### config.mk
export PLATFORM = sky130hd
export DESIGN_NAME = instr_fetch_unit
export DESIGN_NICKNAME = d
export VERILOG_FILES = /design/src/rtl/instr_fetch_unit.sv
export SDC_FILE = /design/constraint.sdc
export NUM_CORES = 1
export LEC_CHECK = 0
export BUFFER_PORTS_ARGS = -buffer_cell sky130_fd_sc_hd__buf_2
export CELL_PAD_IN_SITES_DETAIL_PLACEMENT = 1
export CELL_PAD_IN_SITES_GLOBAL_PLACEMENT = 1
export CORE_MARGIN = 2
export CORE_UTILIZATION = 40
export DETAILED_ROUTE_END_ITERATION = 16
export GPL_ROUTABILITY_DRIVEN = 0
export PLACE_DENSITY = 0.84
export SYNTH_ARGS = -nofsm -noshare
export SYNTH_HDL_FRONTEND = slang
export SYNTH_SLANG_ARGS = --single-unit
### constraint.sdc
create_clock -name clk -period 6.8 [get_ports clk]
set_input_delay 0.68 -clock clk [delete_from_list [all_inputs] [get_ports clk]]
set_output_delay 0.68 -clock clk [all_outputs]
set_load 0.005 [all_outputs]
### src/rtl/instr_fetch_unit.sv
// Instruction fetch unit: owns the PC, drives the combinational instruction memory and
// buffers {PC, instruction} pairs in a small FIFO for decode over a valid/ready handshake.
module instr_fetch_unit #(
  parameter logic [31:0] RESET_PC   = 32'h0000_0000,
  parameter int unsigned QDEPTH     = 2,
  parameter logic [31:0] HALT_INSTR = 32'hFFFF_FFFF
) (
  input  logic        clk,
  input  logic        reset,
  input  logic        Start,
  input  logic        Redirect,
  input  logic [31:0] RedirectPC,
  output logic [31:0] Address,
  input  logic [31:0] Instruction,
  output logic        OutValid,
  input  logic        OutReady,
  output logic [31:0] OutInstr,
  output logic [31:0] OutPC,
  output logic        Halted,
  output logic [15:0] FetchCount
);

  localparam int unsigned PW = $clog2(QDEPTH);
  localparam int unsigned CW = PW + 1;

  typedef enum logic [1:0] {
    IDLE   = 2'd0,
    RUN    = 2'd1,
    HALTED = 2'd2
  } state_e;

  state_e        state_q;
  logic [31:0]   pc_q;
  logic [31:0]   instr_mem_q [QDEPTH];
  logic [31:0]   pc_mem_q    [QDEPTH];
  logic [PW-1:0] rd_ptr_q;
  logic [PW-1:0] wr_ptr_q;
  logic [CW-1:0] count_q;
  logic [15:0]   fetch_cnt_q;

  logic full;
  logic pop;
  logic fetch;
  logic redirect_act;
  logic start_act;

  // Fetch/pop qualification; redirect suppresses the push and flushes the queue.
  always_comb begin
    full         = (count_q == CW'(QDEPTH));
    pop          = OutValid & OutReady;
    redirect_act = Redirect & (state_q != HALTED);
    start_act    = Start & (state_q == IDLE);
    fetch        = (state_q == RUN) & ~Redirect & (~full | pop);
  end

  always_ff @(posedge clk or posedge reset) begin
    if (reset) begin
      state_q     <= IDLE;
      pc_q        <= RESET_PC;
      rd_ptr_q    <= '0;
      wr_ptr_q    <= '0;
      count_q     <= '0;
      fetch_cnt_q <= '0;
      for (int i = 0; i < int'(QDEPTH); i++) begin
        instr_mem_q[i] <= '0;
        pc_mem_q[i]    <= '0;
      end
    end else if (redirect_act) begin
      // Flush discards any simultaneous pop along with the queued words.
      pc_q     <= RedirectPC & ~32'h0000_0003;
      rd_ptr_q <= '0;
      wr_ptr_q <= '0;
      count_q  <= '0;
      if (start_act) begin
        state_q <= RUN;
      end
    end else begin
      if (start_act) begin
        state_q <= RUN;
      end
      if (fetch) begin
        instr_mem_q[wr_ptr_q] <= Instruction;
        pc_mem_q[wr_ptr_q]    <= pc_q;
        wr_ptr_q              <= wr_ptr_q + PW'(1);
        fetch_cnt_q           <= fetch_cnt_q + 16'd1;
        if (Instruction == HALT_INSTR) begin
          state_q <= HALTED;
        end else begin
          pc_q <= pc_q + 32'd4;
        end
      end
      if (pop) begin
        rd_ptr_q <= rd_ptr_q + PW'(1);
      end
      if (fetch && !pop) begin
        count_q <= count_q + CW'(1);
      end else if (!fetch && pop) begin
        count_q <= count_q - CW'(1);
      end
    end
  end

  assign Address    = pc_q;
  assign OutValid   = (count_q != '0);
  assign OutInstr   = instr_mem_q[rd_ptr_q];
  assign OutPC      = pc_mem_q[rd_ptr_q];
  assign Halted     = (state_q == HALTED);
  assign FetchCount = fetch_cnt_q;

endmodule

Word level (Yosys, flattened, before mapping) --
Cells that the tools add are included.
Storage, ports and cells: bits in registers 182, input bits 69
Operators by class: $add $sub $neg 6, $lt $le $gt $ge 3, eq/ne operators 6, muxes and demuxes 24, bitwise logic cells 11, reduce and logical (&&, ||, !) cells 12
Operator list (count):
- 32-bit 2-to-1 mux | 10
- 64-bit bitwise mux | 2
- 32-bit by 3-bit adder with 32-bit output (second input constant) | 1
- 32-bit demux with 1-bit select | 1
- 32-bit == test (second input constant) | 1
- 16-bit by 1-bit adder with 16-bit output (second input constant) | 1
- 2-bit 2-to-1 mux | 7
- 2-bit nonzero test | 3
- 1-bit AND | 5
- 2-bit == test (second input constant) | 2
- 2-bit greater-or-equal comparator (second input constant) | 2
- 1-bit 2-to-1 mux | 4
- 2-bit inequality test (second input constant) | 2
- 1-bit NOT with 2-bit output | 2
- 2-bit AND reduction | 2
- 1-bit logical AND | 3
- 1-bit NOT | 3
- 3-bit nonzero test | 1
- 1-bit adder (second input constant) | 2
- 2-bit by 1-bit adder with 2-bit output (second input constant) | 1
- 2-bit by 1-bit == test with 1-bit output (second input constant) | 1
- 1-bit zero test | 2
- 2-bit zero test | 1
- 2-bit by 1-bit < comparator with 1-bit output (second input constant) | 1
- other kinds (2) | 2

Depth between registers and ports, before layout --
depth in word-level cells 9, gate-level depth with buffers 8

Worst setup path before layout --
Ideal clock, no wire load.
path kind in2reg, from in Instruction[31], to reg pc_q[11], in the netlist Address[11], library setup time 0.128 ns, arrival 2.123 ns, required time 6.672 ns, slack 4.549 ns, stages on the path 7, buffers on the path 2, path through nand4_1 or4_4 or3_1 clkbuf_2 buf_2 a21oi_1 a21oi_1
On the way: word-level cells in the longest chain between the ends 3
RTL lines:
- start: declaration | RTL line 14 | input logic [31:0] Instruction,
- 32-bit == test | RTL line 86 | if (Instruction == HALT_INSTR) begin
- 2-bit inequality test (no line)
- 2-bit AND reduction (no line)
- end signal: assignment | RTL line 70 | pc_q <= RedirectPC & ~32'h0000_0003;
- end signal: assignment | RTL line 89 | pc_q <= pc_q + 32'd4;
- end: declaration | RTL line 33 | logic [31:0] pc_q;
No other way between the ends. A chain may end at the register's enable or synchronous reset.

Final worst setup path --
from reg state_q[1], to reg instr_mem_q[53] (netlist bit)
On the way: word-level cells in the longest chain between the ends 4
RTL lines:
- start: declaration | RTL line 32 | state_e state_q;
- start signal: assignment | RTL line 58 | state_q <= IDLE;
- start signal: assignment | RTL line 75 | state_q <= RUN;
- start signal: assignment | RTL line 79 | state_q <= RUN;
- 2-bit by 1-bit == test with 1-bit output / 2-bit inequality test (equally long branches) | RTL line 53, 51
- 1-bit AND, on equally long branches | RTL line 53, 51
- 1-bit AND / 1-bit NOT (equally long branches)
- 2-bit AND reduction (no line) *
- end signal: indexed assignment | RTL line 82 | instr_mem_q[wr_ptr_q] <= Instruction;
- end: declaration | RTL line 34 | logic [31:0] instr_mem_q [QDEPTH];
Mark *: on every way between the ends. The rest lies on a longest branch, timed or not.

==> metrics.yaml <==
ys_seq_area_frac: 0.521
cts_sinks: 176
crit_path_max_incr_delay_ns: 0.83
netlist_instances: 694
ys.flop_type: "dfrtp_1"
pre_cts_ws_ns: 3.20
grt_overflow: 0
hold_viol: 0
cts_buffer_depth: 2
period_share: 0.468
worst_pin_slew_ns: 1.28
coreArea_um2: 20900
slowest_stage: "nor2_4"
drive_gt1_frac: 0.475
cts_made_buffers: 17
maxSlewHeadroom: 0.143
cts_resized: 0
cts_htree_levels: 4
worst_clock_skew_ns: 0.00983
clk_pin_slew_ns: 0.07
cellLeakagePower_nw: 5.25
ys_ff_latch: 176
post_drt_wl_per_cell_um: 19.9
crit_buf_inv: 1
drt-initial-drc-count: 258
power.density_nw_per_um2: 224
outcome: "finished clean"
start_util: 0.405
die_y_um: 149
row_count: 53
cts_root_buffer: "clkbuf_16"
die-width_um: 149
ir_drop_v: 0.000139
antenna_found_initial: 4
mostFrequentLayoutCell: "mux2_2"
nets: 928
ys_types: 64
grt_max_degree: 69
dp.cells: 1113
ios: 183
portBuffers: 176
setup_viol: 0
setup_slack_ns: 3.62
grt_pass1_wl_um: 36500
layout.cells.non_filler: 1149
drt-pass1-iter-count: 4
cts_tree: "built"
maxSlewViolCount: 0
layout_common_cells: "mux2_2 (179), buf_2 (176), dfrtp_1 (175)"
synth_edf_count: 0
finalCriticalPeriod_ns: 3.18
die_area_um2: 22300
critPathRequiredTime_ns: 7.11
final-seq-area_um2: 4410
grt_pass1_vias: 6717
fillers: 2285
start_kind: "register"
path_class: "reg2reg"
crit_path_max_fanout: 32
yosysWarnings: 0
hold_path_class: "in2async"
cpLargestDelayFamily: "simple AND/OR/NAND/NOR gates"
multi_input_area_um2: 3820
end_kind: "register"
postCtsHoldBufs: 0
area.growth.synth_to_final_pct: 20.2
antenna_left: 0
finalSetupTns_ns: 0
clkLatencyLatePin_ns: 0.43
via_count: 6245
async_flop_share: 1.00
timing.fmax_mhz: 314
avgSynthCellArea_um2: 12.2
crit_chain: "or3b_4, or2_1, nor2_4, buf_4, mux2_2"
viasPerCell: 5.44
drt_wl_total_um: 22900
maxCapViolCount: 0
cts_setup_buffers: 0
mappedNetlistArea_um2: 8460
track_usage: 0.210
rsz0062_at_grt: "no"
post-dp-hpwl_um: 15600
cp.arrival_ns: 3.49
drc: 0
state kept, by name, summed over array words and instances (netlist names):
| register | cells |
|---|---|
| instr_mem_q | 64 |
| pc_mem_q | 60 |
| Address | 30 |
| FetchCount | 16 |
| count_q | 2 |
| state_q | 2 |
| rd_ptr_q | 1 |
| wr_ptr_q | 1 |
per-stage QoR:
stage	power, mW	cell area [um2]	hold slack, ns	utilization
after floorplan	1.22	8470	0.444	-
after global placement	1.29	9550	0.456	0.457
final	2.27	10200	0.301	0.487
after detailed placement	1.29	9550	0.469	0.457
after CTS	2.31	10200	0.322	0.486
after global routing	2.37	10200	0.331	0.486
worst paths after layout:
| kind | startpoint | end | slack (ns) | depth (start not counted) |
|---|---|---|---|---|
| min reg2reg | FetchCount[15]$_DFFE_PP0P_ | FetchCount[15]$_DFFE_PP0P_ | 0.47 | 1 |
| min in group clk | FetchCount[15]$_DFFE_PP0P_ | FetchCount[15]$_DFFE_PP0P_ | 0.47 | 1 |
| min | reset | instr_mem_q[25]$_DFFE_PP0P_ | 0.30 | 2 |
| max in group asynchronous | reset | rd_ptr_q$_DFFE_PP0P_ | 5.19 | 3 |
| max reg2reg | state_q[1]$_DFF_PP0_ | instr_mem_q[53]$_DFFE_PP0P_ | 3.62 | 5 |
| max | state_q[1]$_DFF_PP0_ | instr_mem_q[53]$_DFFE_PP0P_ | 3.62 | 5 |
synthesized netlist by cell type (all sizes together) (2+ instances only):
cell	number	area, um2
nand3	20	100
o21ai	22	110
a41o	4	40.0
nor2	28	115
nor3	5	25.0
a2bb2oi	3	26.3
xnor2	13	114
or4	2	18.8
or3b	2	20.0
o22a	7	61.3
a21oi	36	180
a31oi	8	50.1
nand2	37	139
nand4	23	150
o31ai	3	27.5
and3	12	75.1
inv	8	30.0
mux2	184	2070
nand2b	6	37.5
o31a	2	17.5
or2	3	18.8
o22ai	7	43.8
dfrtp	176	4400
buf	28	160
a31o	2	17.5
ha	2	25.0
a22o	3	26.3
xor2	4	35.0
and4	3	26.3
and2	3	18.8
clkbuf	15	58.8
nor4	5	67.6
cells by family after synthesis:
| logic type | after synthesis | synth area share |
|---|---|---|
| flops | 176 | 0.521 |
| mux | 184 | 0.245 |
| simple gates | 154 | 0.101 |
| fa+ha+maj | 2 | 0.00296 |
| compound gates | 109 | 0.0830 |
| xor+xnor | 17 | 0.0176 |
| buf+inv | 51 | 0.0294 |
| other cells | 1 | 0.000443 |
cell type report:
cell class	count	area share
repair buffers	184	0.0926
diodes	4	0.000985
clock buffers	18	0.0432
flip-flops and latches	176	0.433
well taps	275	0.0339
multi-input cells	470	0.376
clock inverters	14	0.0163
inverters	8	0.00345
metal layers:
layer	global-route usage	wire length, um	vias to the layer above	part of all wire
met5	0	0	-	0
met4	0.0705	454	0	0.020
met3	0.0430	1000	28	0.044
met2	0.354	11500	142	0.50
met1	0.269	9890	3202	0.43
li1	-	-	2873	-
power breakdown:
part | switching, mW | internal [mW] | leakage (nW)
clock | 0.470 | 0.536 | 0.294
combinational | 0.0992 | 0.0747 | 2.54
sequential | 0.0392 | 1.05 | 2.41
total | 0.608 | 1.67 | 5.25
(Power assumes the default switching activity.)
